--- src/rtl/instr_fetch_decode_pkg.sv ---
`default_nettype none
// +----------------------------------------------------------------------------+
// | Module  : instr_fetch_decode_pkg                                           |
// | Brief   : Shared FSM encoding, instruction field positions and defaults    |
// |           for the fetch/decode front end.                                  |
// | Revision: 1.0 - initial release                                            |
// +----------------------------------------------------------------------------+
package instr_fetch_decode_pkg;

  localparam int INSTR_BITS = 16;

  localparam int OP_MSB = 15;
  localparam int OP_LSB = 11;
  localparam int RD_MSB = 10;
  localparam int RD_LSB = 8;
  localparam int RA_MSB = 7;
  localparam int RA_LSB = 5;
  localparam int RB_MSB = 4;
  localparam int RB_LSB = 2;
  localparam int IMM5_MSB  = 4;
  localparam int IMM8_MSB  = 7;
  localparam int IMM11_MSB = 10;

  localparam logic [4:0] HALT_OP_DEFAULT = 5'b11111;

  // Legacy-compatible state encoding shared with the sequencer tooling
  typedef logic [1:0] ifd_state_t;
  localparam ifd_state_t ST_IDLE  = 2'd0;
  localparam ifd_state_t ST_FETCH = 2'd1;
  localparam ifd_state_t ST_DRAIN = 2'd2;
  localparam ifd_state_t ST_HALT  = 2'd3;

  function automatic logic [OP_MSB-OP_LSB:0] instr_opcode(input logic [INSTR_BITS-1:0] w);
    return w[OP_MSB:OP_LSB];
  endfunction

endpackage
`default_nettype wire

--- src/rtl/instr_fetch_decode_if.sv ---
`default_nettype none
// +----------------------------------------------------------------------------+
// | Module  : instr_fetch_decode_if                                            |
// | Brief   : Instruction-memory handshake, redirect/stall controls and        |
// |           decoded-field bundle for the fetch/decode stage.                 |
// | Revision: 1.0 - initial release                                            |
// +----------------------------------------------------------------------------+
interface instr_fetch_decode_if
  import instr_fetch_decode_pkg::*;
#(
  parameter int BITS    = 16,
  parameter int OP_BITS = 5
);

  logic                  imem_req;
  logic [BITS-1:0]       imem_addr;
  logic                  imem_ack;
  logic [INSTR_BITS-1:0] imem_rdata;

  logic                  stall;
  logic                  branch_taken;
  logic [BITS-1:0]       branch_target;

  logic                  instr_valid;
  logic [BITS-1:0]       instr_pc;
  logic [OP_BITS-1:0]    opcode;
  logic [2:0]            rd;
  logic [2:0]            ra;
  logic [2:0]            rb;
  logic [4:0]            imm5;
  logic [7:0]            imm8;
  logic [10:0]           imm11;

  modport master (
    output imem_req, imem_addr,
    input  imem_ack, imem_rdata,
    input  stall, branch_taken, branch_target,
    output instr_valid, instr_pc, opcode, rd, ra, rb, imm5, imm8, imm11
  );

  modport slave (
    input  imem_req, imem_addr,
    output imem_ack, imem_rdata,
    output stall, branch_taken, branch_target,
    input  instr_valid, instr_pc, opcode, rd, ra, rb, imm5, imm8, imm11
  );

endinterface
`default_nettype wire

--- src/rtl/instr_fetch_decode_skid_buf.sv ---
`default_nettype none
// +----------------------------------------------------------------------------+
// | Module  : ifd_skid_buf                                                     |
// | Brief   : One-entry data+valid holding register with load, pop and flush.  |
// | Revision: 1.0 - initial release                                            |
// +----------------------------------------------------------------------------+
module ifd_skid_buf
  import instr_fetch_decode_pkg::*;
#(
  parameter int WIDTH = 2 * INSTR_BITS
) (
  input  wire logic             clk,
  input  wire logic             rst,
  input  wire logic             load,
  input  wire logic             pop,
  input  wire logic             flush,
  input  wire logic [WIDTH-1:0] din,
  output logic                  full,
  output logic [WIDTH-1:0]      dout
);

  logic             full_q, full_d;
  logic [WIDTH-1:0] data_q, data_d;

  // Flush wins over a same-cycle load so a redirect never leaves stale data behind
  always_comb begin
    full_d = full_q;
    data_d = data_q;
    if (flush) begin
      full_d = 1'b0;
    end else if (load) begin
      full_d = 1'b1;
      data_d = din;
    end else if (pop) begin
      full_d = 1'b0;
    end
  end

  always_ff @(posedge clk) begin
    if (rst) begin
      full_q <= 1'b0;
      data_q <= '0;
    end else begin
      full_q <= full_d;
      data_q <= data_d;
    end
  end

  assign full = full_q;
  assign dout = data_q;

endmodule
`default_nettype wire

--- src/rtl/instr_fetch_decode.sv ---
`default_nettype none
// +----------------------------------------------------------------------------+
// | Module  : instr_fetch_decode                                               |
// | Brief   : Fetches 16-bit instructions over req/ack, holds them in the IR   |
// |           with a one-entry skid, and slices out the decode fields.         |
// |           Optional halt support is enabled by defining IFD_HALT_EN.        |
// | Revision: 1.0 - initial release                                            |
// +----------------------------------------------------------------------------+
module instr_fetch_decode
  import instr_fetch_decode_pkg::*;
#(
  parameter int              BITS     = 16,
  parameter int              OP_BITS  = 5,
  parameter logic [BITS-1:0] RESET_PC = '0
`ifdef IFD_HALT_EN
  ,
  parameter logic [OP_BITS-1:0] HALT_OP = HALT_OP_DEFAULT
`endif
) (
  input  wire logic           clk,
  input  wire logic           rst,
  instr_fetch_decode_if.master bus
);

  localparam int SKID_W = INSTR_BITS + BITS;

  ifd_state_t            state_q, state_d;
  logic [BITS-1:0]       pc_q, pc_d;
  logic [BITS-1:0]       addr_q, addr_d;
  logic [INSTR_BITS-1:0] ir_q, ir_d;
  logic [BITS-1:0]       ir_pc_q, ir_pc_d;
  logic                  valid_q, valid_d;

  logic                  skid_full;
  logic                  skid_load;
  logic                  skid_pop;
  logic                  skid_flush;
  logic [SKID_W-1:0]     skid_dout;

  logic                  req;
  logic                  accept;
  logic                  ir_free;
  logic                  consume;
  logic                  halt_hit;

  assign req     = ((state_q == ST_FETCH) || (state_q == ST_DRAIN)) && !skid_full;
  // Acks seen in DRAIN, or coinciding with a redirect, belong to a dead fetch
  assign accept  = req && bus.imem_ack && (state_q == ST_FETCH) && !bus.branch_taken;
  assign ir_free = !valid_q || !bus.stall;
  assign consume = valid_q && !bus.stall;

`ifdef IFD_HALT_EN
  assign halt_hit = accept && (instr_opcode(bus.imem_rdata) == HALT_OP);
`else
  assign halt_hit = 1'b0;
`endif

  always_comb begin
    state_d = state_q;
    case (state_q)
      ST_IDLE: begin
        state_d = ST_FETCH;
      end
      ST_FETCH: begin
        if (bus.branch_taken) begin
          state_d = (req && !bus.imem_ack) ? ST_DRAIN : ST_FETCH;
        end else if (halt_hit) begin
          state_d = ST_HALT;
        end
      end
      ST_DRAIN: begin
        if (bus.imem_ack) begin
          state_d = ST_FETCH;
        end
      end
      default: begin
        if (bus.branch_taken) begin
          state_d = ST_FETCH;
        end
      end
    endcase
  end

  // addr_q tracks the address on the bus so DRAIN keeps presenting the old request
  always_comb begin
    pc_d   = pc_q;
    addr_d = (state_q == ST_FETCH) ? pc_q : addr_q;
    if (bus.branch_taken) begin
      pc_d = bus.branch_target;
    end else if (accept) begin
      pc_d = pc_q + 1'b1;
    end
  end

  always_comb begin
    ir_d       = ir_q;
    ir_pc_d    = ir_pc_q;
    valid_d    = valid_q;
    skid_load  = 1'b0;
    skid_pop   = 1'b0;
    skid_flush = 1'b0;
    if (bus.branch_taken) begin
      valid_d    = 1'b0;
      skid_flush = 1'b1;
    end else begin
      if (consume) begin
        if (skid_full) begin
          ir_d     = skid_dout[SKID_W-1 -: INSTR_BITS];
          ir_pc_d  = skid_dout[BITS-1:0];
          valid_d  = 1'b1;
          skid_pop = 1'b1;
        end else if (!accept) begin
          valid_d  = 1'b0;
        end
      end
      // accept implies an empty skid, so it never collides with the pop above
      if (accept) begin
        if (ir_free) begin
          ir_d    = bus.imem_rdata;
          ir_pc_d = pc_q;
          valid_d = 1'b1;
        end else begin
          skid_load = 1'b1;
        end
      end
    end
  end

  always_ff @(posedge clk) begin
    if (rst) begin
      state_q <= ST_IDLE;
      pc_q    <= RESET_PC;
      addr_q  <= RESET_PC;
      ir_q    <= '0;
      ir_pc_q <= RESET_PC;
      valid_q <= 1'b0;
    end else begin
      state_q <= state_d;
      pc_q    <= pc_d;
      addr_q  <= addr_d;
      ir_q    <= ir_d;
      ir_pc_q <= ir_pc_d;
      valid_q <= valid_d;
    end
  end

  ifd_skid_buf #(
    .WIDTH (SKID_W)
  ) u_skid (
    .clk   (clk),
    .rst   (rst),
    .load  (skid_load),
    .pop   (skid_pop),
    .flush (skid_flush),
    .din   ({bus.imem_rdata, pc_q}),
    .full  (skid_full),
    .dout  (skid_dout)
  );

  assign bus.imem_req    = req;
  assign bus.imem_addr   = (state_q == ST_DRAIN) ? addr_q : pc_q;
  assign bus.instr_valid = valid_q;
  assign bus.instr_pc    = ir_pc_q;
  assign bus.opcode      = ir_q[OP_MSB:OP_LSB];
  assign bus.rd          = ir_q[RD_MSB:RD_LSB];
  assign bus.ra          = ir_q[RA_MSB:RA_LSB];
  assign bus.rb          = ir_q[RB_MSB:RB_LSB];
  assign bus.imm5        = ir_q[IMM5_MSB:0];
  assign bus.imm8        = ir_q[IMM8_MSB:0];
  assign bus.imm11       = ir_q[IMM11_MSB:0];

endmodule
`default_nettype wire

--- src/flat_wrapper.sv ---
// flat-port wrapper written by rule: the top's interface ports become plain ports
module instr_fetch_decode_flat import instr_fetch_decode_pkg::*;
#(
  parameter int              BITS     = 16,
  parameter int              OP_BITS  = 5,
  parameter logic [BITS-1:0] RESET_PC = '0

)
  (clk, rst, bus_imem_req, bus_imem_addr, bus_imem_ack, bus_imem_rdata, bus_stall, bus_branch_taken, bus_branch_target, bus_instr_valid, bus_instr_pc, bus_opcode, bus_rd, bus_ra, bus_rb, bus_imm5, bus_imm8, bus_imm11);
  instr_fetch_decode_if #(.BITS(BITS), .OP_BITS(OP_BITS)) bus_i ();
  input  wire logic clk;
  input  wire logic rst;
  output wire logic [$bits(bus_i.imem_req)-1:0] bus_imem_req;
  output wire logic [$bits(bus_i.imem_addr)-1:0] bus_imem_addr;
  input wire logic [$bits(bus_i.imem_ack)-1:0] bus_imem_ack;
  input wire logic [$bits(bus_i.imem_rdata)-1:0] bus_imem_rdata;
  input wire logic [$bits(bus_i.stall)-1:0] bus_stall;
  input wire logic [$bits(bus_i.branch_taken)-1:0] bus_branch_taken;
  input wire logic [$bits(bus_i.branch_target)-1:0] bus_branch_target;
  output wire logic [$bits(bus_i.instr_valid)-1:0] bus_instr_valid;
  output wire logic [$bits(bus_i.instr_pc)-1:0] bus_instr_pc;
  output wire logic [$bits(bus_i.opcode)-1:0] bus_opcode;
  output wire logic [$bits(bus_i.rd)-1:0] bus_rd;
  output wire logic [$bits(bus_i.ra)-1:0] bus_ra;
  output wire logic [$bits(bus_i.rb)-1:0] bus_rb;
  output wire logic [$bits(bus_i.imm5)-1:0] bus_imm5;
  output wire logic [$bits(bus_i.imm8)-1:0] bus_imm8;
  output wire logic [$bits(bus_i.imm11)-1:0] bus_imm11;
  assign bus_imem_req = bus_i.imem_req;
  assign bus_imem_addr = bus_i.imem_addr;
  assign bus_i.imem_ack = bus_imem_ack;
  assign bus_i.imem_rdata = bus_imem_rdata;
  assign bus_i.stall = bus_stall;
  assign bus_i.branch_taken = bus_branch_taken;
  assign bus_i.branch_target = bus_branch_target;
  assign bus_instr_valid = bus_i.instr_valid;
  assign bus_instr_pc = bus_i.instr_pc;
  assign bus_opcode = bus_i.opcode;
  assign bus_rd = bus_i.rd;
  assign bus_ra = bus_i.ra;
  assign bus_rb = bus_i.rb;
  assign bus_imm5 = bus_i.imm5;
  assign bus_imm8 = bus_i.imm8;
  assign bus_imm11 = bus_i.imm11;
  instr_fetch_decode #(.BITS(BITS), .OP_BITS(OP_BITS), .RESET_PC(RESET_PC)) u_core (.clk(clk), .rst(rst), .bus(bus_i));
endmodule
--- config.mk ---
export PLATFORM = sky130hd
export DESIGN_NAME = instr_fetch_decode_flat
export DESIGN_NICKNAME = d
export VERILOG_FILES = /design/src/rtl/instr_fetch_decode_pkg.sv /design/src/rtl/instr_fetch_decode_if.sv /design/src/rtl/instr_fetch_decode_skid_buf.sv /design/src/rtl/instr_fetch_decode.sv /design/src/flat_wrapper.sv
export SDC_FILE = /design/constraint.sdc
export NUM_CORES = 1
export LEC_CHECK = 0
export CAP_MARGIN = 20
export CORE_UTILIZATION = 35
export DETAILED_ROUTE_END_ITERATION = 10
export PLACE_DENSITY_LB_ADDON = 0.3
export RECOVER_POWER = 100
export SYNTH_ARGS = -nofsm -noshare
export SYNTH_HDL_FRONTEND = slang
export SYNTH_SLANG_ARGS = --single-unit
--- constraint.sdc ---
create_clock -name clk -period 2 [get_ports clk]
set_input_delay 0.5 -clock clk [delete_from_list [all_inputs] [get_ports clk]]
set_output_delay 0.5 -clock clk [all_outputs]
set_load 0.01 [all_outputs]
# After elaboration in Yosys (flattened, before gate mapping)
# Cells that the tools add are included.
dict set report op_classes {
  n_reduce_logical 21
  n_bitwise 1
  muxes 30
  eq_ne 4
  add_sub_neg 1
}
# op count
set ops {}
lappend ops {{16-bit 2-to-1 mux} 11}
lappend ops {{16-bit by 1-bit adder with 16-bit output, second input constant} 1}
lappend ops {{1-bit 2-to-1 mux} 14}
lappend ops {{2-bit 2-to-1 mux} 4}
lappend ops {{1-bit logical AND} 6}
lappend ops {{2-bit one-hot mux with 3 select lines} 1}
lappend ops {{1-bit logical NOT} 5}
lappend ops {{2-bit != test, second input constant} 2}
lappend ops {{2-bit nonzero test} 2}
lappend ops {{2-bit OR reduction} 2}
lappend ops {{3-bit AND reduction} 1}
lappend ops {{3-bit nonzero test} 1}
lappend ops {{2-bit by 1-bit == test with 1-bit output, second input constant} 1}
lappend ops {{2-bit == test, second input constant} 1}
lappend ops {{2-bit logical NOT} 1}
lappend ops {{1-bit logical OR} 2}
lappend ops {{2-bit AND reduction} 1}
lappend ops {{1-bit NOT} 1}
dict set report word_totals {
  wordCells 65
  out_inout_bits 72
  inputBits 37
  reg_bits 100
}

# Logic depth before layout (Yosys ltp)
# Gate-level depths: netlist of the first run.
dict set report logic_depth {
  ltp_word 11
  depth_mapped 9
  depth_no_buf 6
}

# Modules after synthesis
# Synthesis of the first run repeated with hierarchy kept, for this count alone.
dict set report hier_totals {
  hier_cells 555
  hier_area_um2 5049.8
}
# mod area_per_inst_um2 cells_each seq_area_each_um2 instances
set modules_own_cells {}
lappend modules_own_cells {instr_fetch_decode 3549.7 406 1341.3 1}
lappend modules_own_cells {ifd_skid_buf 1500.2 149 660.6 1}

# Worst setup path after synthesis of the first run
# Ideal clock, no wire load.
dict set report synth_timing {
  path_type {flip-flop to output port}
  from {reg u_core.state_q[0]}
  to {out bus_imem_addr[10]}
  required_ns 1.500
  t_arrival_ns 1.573
  slack_ns -0.073
  n_path_buf 2
  path_stages_with_launch 6
  path_cell_list {dfxtp_1 inv_1 ha_1 clkbuf_1 buf_1 mux2_2}
}
dict set report synth_between {
  elab_chain_len 2
}
# element line_no
set synth_rtl {}
lappend synth_rtl {{start, declared} instr_fetch_decode.sv:27} ;# ifd_state_t state_q, state_d;
lappend synth_rtl {{start signal, assigned} instr_fetch_decode.sv:138} ;# state_q <= state_d;
lappend synth_rtl {{2-bit == test} instr_fetch_decode.sv:161} ;# assign bus.imem_addr = (state_q == ST_DRAIN) ? addr_q : pc_q;
lappend synth_rtl {{16-bit 2-to-1 mux} instr_fetch_decode.sv:161}
lappend synth_rtl {{end, declared} flat_wrapper.sv:14} ;# output wire logic [$bits(bus_i.imem_addr)-1:0] bus_imem_addr;
# Every way passes these cells.

# Final worst setup path of the first run
dict set report layout_timing {
  from {reg u_core.state_q[0]}
  to {out bus_imem_addr[15]}
}
# Same word-level chain as after synthesis.

==> results of run 1 <==
-- state kept, by name (all words and copies together) (netlist names) --
register                cells
u_core.u_skid.dout         32
u_core.addr_q              16
u_core.bus.instr_pc        16
u_core.ir_q                16
u_core.pc_q                16
u_core.state_q              2
u_core.bus.instr_valid      1
u_core.u_skid.full          1
-- through the flow --
| stage | cell area, um^2 | power [uW] | worst slack, ns |
|---|---|---|---|
| final | 6810 | 4870 | -0.107 |
| after floorplan | 4750 | 2460 | 0.00375 |
| after detailed placement | 6050 | 2750 | -0.636 |
| after global placement | 6050 | 2740 | -0.544 |
| after CTS | 6700 | 4900 | -0.116 |
| after global routing | 6810 | 5060 | -0.157 |
-- worst max-delay path, cell delays in order (launching register included) --
cell and delay (ns):
dfxtp_2 0.33, inv_2 0.05, ha_4 0.19, buf_12 0.13
buf_16 0.13, mux2_4 0.30, buf_6 0.13
-- synth_stat cells, types with 2 or more instances --
library cell,number,share of area [%]
a2111oi_0,11,2.0
a211oi_1,8,1.3
a21oi_1,44,4.6
a221o_1,15,3.2
a22oi_1,30,4.7
a311oi_1,7,1.3
and2_1,2,0.26
buf_1,4,0.32
buf_2,5,0.53
buf_4,22,3.5
clkbuf_1,35,2.8
clkbuf_8,3,0.87
dfxtp_1,100,42
ha_1,4,1.1
inv_1,14,1.1
mux2_2,14,3.3
mux2i_1,16,3.4
nand2_1,84,6.6
nand3_1,15,1.6
nand4_1,6,0.79
nand4_2,2,0.53
nor2_1,60,4.7
nor2b_1,3,0.40
nor3_1,6,0.63
nor4_1,2,0.26
o21ai_0,9,0.95
o21ai_1,9,0.95
o31ai_1,2,0.32
or3_1,3,0.40
or4_1,2,0.32
xnor2_1,4,0.74
xor2_1,4,0.74
-- worst paths after layout --
path	endpoint	slack [ns]	depth (start not counted)
worst max-delay path	bus_imem_addr[15]	-0.11	6
worst min-delay path	u_core.u_skid.dout[3]	0.46	2
worst max register to register	u_core.pc_q[13]	-0.02	7
worst min register to register	u_core.u_skid.dout[3]	0.46	2
-- area by class of cell --
cell class                      instances  area share, %
Inverter                               15          0.827
Clock inverter                          5           1.84
Sequential cell                       100           29.5
Clock buffer                           10           3.36
Timing Repair Buffer                  162           23.8
Multi-Input combinational cell        377           37.5
Tap cell                              176           3.23
-- routing by layer --
layer	wire length, um	up-vias
met5	0	-
met4	141	0
met3	735	9
met2	6940	149
met1	6290	2156
li1	-	2178
-- report_power, final --
part / internal (uW) / switching (uW)
clock: 1340 / 731
combinational: 358 / 316
sequential: 2050 / 71.5
total: 3750 / 1120
-- timing repair --
| item | CTS | global route |
|---|---|---|
| hold buffers | 0 | 0 |
| gates resized for setup | 119 | 30 |
| buffers inserted | 5 | 4 |
| pin swaps | 3 | 7 |
| endpoints found under the setup margin | 34 | 78 |
| cloned | 3 | 1 |
| endpoints found under the hold margin | 0 | 0 |
-- cells by family after synthesis --
family                   after synthesis
adder cells (fa/ha/maj)                4
XOR/XNOR                               8
AO/OA/AOI/OAI                        140
multiplexers                          30
flip-flops                           100
buffers and inverters                 85
AND/OR/NAND/NOR                      195
==> results by group, run 1 <==
Run status
  • Outcome: complete, but fails checks
  • Failing checks: setup timing

Global route
  • Vias in the first global route: between 4000 and 5000
  • Tot GR Track Use: about 20%
  • Global route overflow: 0
  • Global-route wire length before repair: ~23000 um
  • Met1 usage: 26.1%
  • Met2 Resource Use GR: 34.0%
  • Busiest grt layer: met2
  • Grt met3 use: under 10%
  • Pin count of the biggest net entering global routing: around 100
  • Initial antenna violation count: 0

CTS
  • Htree depth: 3
  • Max Root-Sink Buffers: 2
  • Clk_lat worst skew: between 0.3 and 0.4 ns
  • Clock transition at path regs: approximately 0.06 ns
  • Num CTS Buffers: 9
  • Clk Tree Root Cell: clkbuf_16
  • Sinks on Clock Net: 100
  • CTS tree: yes

Floorplan
  • Core Rows: 42
  • Core box area: 13200 um^2
  • Chip width: between 100 and 150 um
  • Top Ports: ~110
  • Die Y: approximately 120 um
  • Die ar.: about 14000 um^2
  • Starting Density: a little over a third

Hold path
  • Min-delay src: u_core.u_skid.dout[3]
  • Worst Hold Class: flip-flop to flip-flop

Yosys
  • Post-synthesis area per instance: 8.45 um^2
  • #FFs+latches synth: 100
  • Area share of and/or/nand/nor cells after synthesis: a little under a fifth
  • Ys Warns: 0
  • Distinct cell type count after synthesis: roughly 50
  • Main combinational cell family by area after synthesis: compound AO/OA/AOI/OAI gates
  • Syn nets: 603
  • Post-synthesis compound-gate area fraction: 20.3%
  • Async SR Flop Fraction: 0%
  • Ys flop type: dfxtp_1
  • Cell area after synthesis: 4750 um^2
  • EDFF count, synth: 0
  • Sequential share of the synthesized area: a little over two fifths
  • Mux share of post-synthesis cell area: 6.69%
  • XOR/XNOR Fraction of Synth Area: 1.47%
  • Adder-cell area share of the yosys netlist: under 10%
  • Cell count after synthesis: 562

Routing
  • Post-Route WL: 14100 um
  • Post-detailed-route wirelength per cell: between 15 and 20 um
  • Residual DRC: 0
  • Via density: 5.32
  • First-pass detailed-route iteration total: 5
  • Via Count: 4492
  • DRT antenna net count: 0
  • First-iteration detailed-routing DRC count: 301

Timing
  • Slew HR: 58.8%
  • Worst Clk Skew: between 0.002 and 0.003 ns
  • Fin Setup TNS: -0.550 ns
  • RSZ-0062 raised after global routing: true
  • Slew Limit Fails: 0
  • Slew of the pin with the lowest slew margin: between 0.6 and 0.7 ns
  • Max Freq: around 470 MHz
  • Final min period: about 2.1 ns
  • Hold Vio Cnt, Final: 0
  • Final setup vio count: 7
  • Setup ws final: -0.107 ns
  • Fin Hold WS: ~0.46 ns
  • Period utilisation layout: 105%

Cells and area
  • Layout cells sized above 1: 20.5%
  • Most common cell after layout, fill and taps aside: dfxtp_1
  • Final core area utilization: between 50% and 60%
  • Multi-input logic area: ~2600 um^2
  • Syn-to-layout area delta: 43.3%
  • Most frequent cells in the layout: dfxtp_1, clkdlybuf4s50_1, nand2_1, nor2_1, a21oi_1
  • Fill cell count: 1240
  • Register Area: around 2000 um^2
  • Nets: 706
  • Final Non-Filler Cells: around 850
  • Ant. Diodes: 0

Setup path
  • Worst-path maximum fanout: 5
  • CP Capture Type: output pin
  • Reg2Reg Launch Point: u_core.state_q[0]
  • Critical path type: flip-flop to output pin
  • Crit path from: u_core.state_q[0]
  • Critical Path Start Type: flip-flop
  • Worst EP required: roughly 1.5 ns
  • Critical path data arrival time: 1.61 ns

Power
  • Leak: between 0.002 and 0.0025 uW
  • Peak supply drop: 0.707 mV
  • PwrDens: approximately 710 nW/um^2

Placed design
  • Placer Congestion: between 0.8 and 0.9
  • DP HPWL: just over 9000 um
  • Placed Cells: 821
  • I/O Buffers: ~110

Job
  • Max Cap Violations: 0
No activity file was read; power rests on OpenSTA's default activity.
==> inputs of run 2 (changes only) <==
--- a/config.mk
+++ b/config.mk
@@ -6,7 +6,7 @@
 export NUM_CORES = 1
 export LEC_CHECK = 0
 export CAP_MARGIN = 20
-export CORE_UTILIZATION = 35
+export CORE_UTILIZATION = 30
 export DETAILED_ROUTE_END_ITERATION = 10
 export PLACE_DENSITY_LB_ADDON = 0.3
 export RECOVER_POWER = 100
==> results by group, run 2 (synthesis results as in run 1) <==
Run status
  • Outcome: complete, but fails checks
  • Failing checks: setup timing

Global route
  • Initial antenna violation count: 0
  • Tot GR Track Use: between 10% and 20%
  • Global route overflow: 0
  • Global-route wire length before repair: approximately 23000 um
  • Vias in the first global route: roughly 4200
  • Pin count of the biggest net entering global routing: a little over 100

Job
  • Max Cap Violations: 0

Cells and area
  • Most frequent cells in the layout: dfxtp_1, nand2_1, nor2_1, dlygate4sd3_1, a21oi_1
  • Syn-to-layout area delta: 41.6%
  • Nets: around 710
  • Design Area, Final: approximately 6700 um^2
  • Layout cells sized above 1: between 10% and 20%
  • Final Non-Filler Cells: about 880
  • Ant. Diodes: 0
  • Most common cell after layout, fill and taps aside: dfxtp_1
  • Final core area utilization: a little over two fifths
  • Max reg flops: 32

CTS
  • Num CTS Buffers: 9
  • # hold bufs at CTS: 0
  • Clk_lat worst skew: roughly 0.35 ns
  • Clock transition at path regs: roughly 0.07 ns
  • CTS tree: yes
  • Htree depth: 3
  • Sinks on Clock Net: 100
  • Max Root-Sink Buffers: 2
  • Clk Tree Root Cell: clkbuf_16

Timing
  • Slew of the pin with the lowest slew margin: 0.462 ns
  • Final setup vio count: 21
  • Period utilisation layout: 106%
  • Worst Clk Skew: approximately 0.012 ns
  • RSZ-0062 raised after global routing: true
  • Hold Vio Cnt, Final: 0
  • Slew Limit Fails: 0
  • Setup ws final: -0.115 ns
  • Final min period: ~2.1 ns
  • Fin Setup TNS: -0.749 ns
  • Slew HR: between 60% and 70%
  • Max Freq: 473 MHz

Floorplan
  • Top Ports: between 100 and 150
  • Chip width: ~130 um
  • Core box area: roughly 15000 um^2
  • Die ar.: 16300 um^2
  • Die Y: 128 um
  • Starting Density: 31.0%
  • Core Rows: 45

Setup path
  • CP Capture Type: output pin
  • Critical path data arrival time: ~1.6 ns
  • Worst-path maximum fanout: 5
  • Critical Path Start Type: flip-flop
  • Worst EP required: 1.50 ns
  • Critical path type: flip-flop to output pin

Power
  • Leak: 0.00260 uW
  • PwrDens: 697 nW/um^2
  • Peak supply drop: between 0.5 and 0.6 mV

Placed design
  • Placer Congestion: approximately 0.8
  • Post-Place Setup Slack: -0.561 ns
  • DP Area: 6120 um^2
  • Placed Cells: 859
  • DP HPWL: roughly 9600 um
  • I/O Buffers: 108

Routing
  • Residual DRC: 0
  • First-iteration detailed-routing DRC count: roughly 360
  • Post-Route WL: 14400 um
  • Via Count: between 4000 and 5000
  • Via density: 5.08
  • DRT antenna net count: 0
  • First-pass detailed-route iteration total: 5
  • Post-detailed-route wirelength per cell: 16.3 um

Hold path
  • Worst Hold Class: flip-flop to flip-flop
run 2: critical path, stage by stage (launching register included):
cell and delay (ns):
dfxtp_2 0.34, inv_2 0.05, ha_4 0.17, buf_6 0.13
buf_16 0.13, mux2_4 0.31, buf_6 0.13
run 2: path summary, 6_finish.rpt:
path                          startpoint                     end  slack, ns  depth (start not counted)
setup / recovery       u_core.state_q[0]       bus_imem_addr[15]      -0.11                          6
hold / removal    u_core.u_skid.dout[27]  u_core.u_skid.dout[27]       0.46                          2
setup reg to reg       u_core.state_q[0]  u_core.bus.instr_pc[9]      -0.07                          9
hold reg to reg   u_core.u_skid.dout[27]  u_core.u_skid.dout[27]       0.46                          2
run 2: final cells by class:
cell class | instances | area, um^2
clock inverters | 7 | 97.6
well taps | 211 | 264
inverters | 15 | 56.3
flip-flops and latches | 100 | 2000
clock buffers | 9 | 225
fillers | 1512 | 8590
repair buffers | 165 | 1600
multi-input cells | 377 | 2480
run 2: what timing repair did:
item	in CTS	in global routing
gates resized for setup	115	22
endpoints found under the setup margin	35	67
pin swaps	1	11
buffers inserted	5	3
hold endpoints to repair	0	0
cloned	3	0
run 2: per-layer routing:
metal / vias up / wire (um) / track usage, %
met2: 168 / 6800 / 29.8
met4: 0 / 211 / 4.78
met1: 2123 / 6580 / 22.9
met5: - / 0 / 0
met3: 16 / 825 / 4.05
li1: 2185 / - / -
run 2: power breakdown:
part	switching, uW	internal [uW]	leakage, uW
clock	818	1100	0.000152
combinational	309	337	0.00163
sequential	70.6	2050	0.000813
run 2: through the flow:
stage          total power, uW  hold WS [ns]
6_report                  4690         0.456
5_1_grt                   4850         0.471
4_1_cts                   4720         0.457
3_5_place_dp              2760         0.447
3_3_place_gp              2750         0.441
2_1_floorplan             2460         0.436
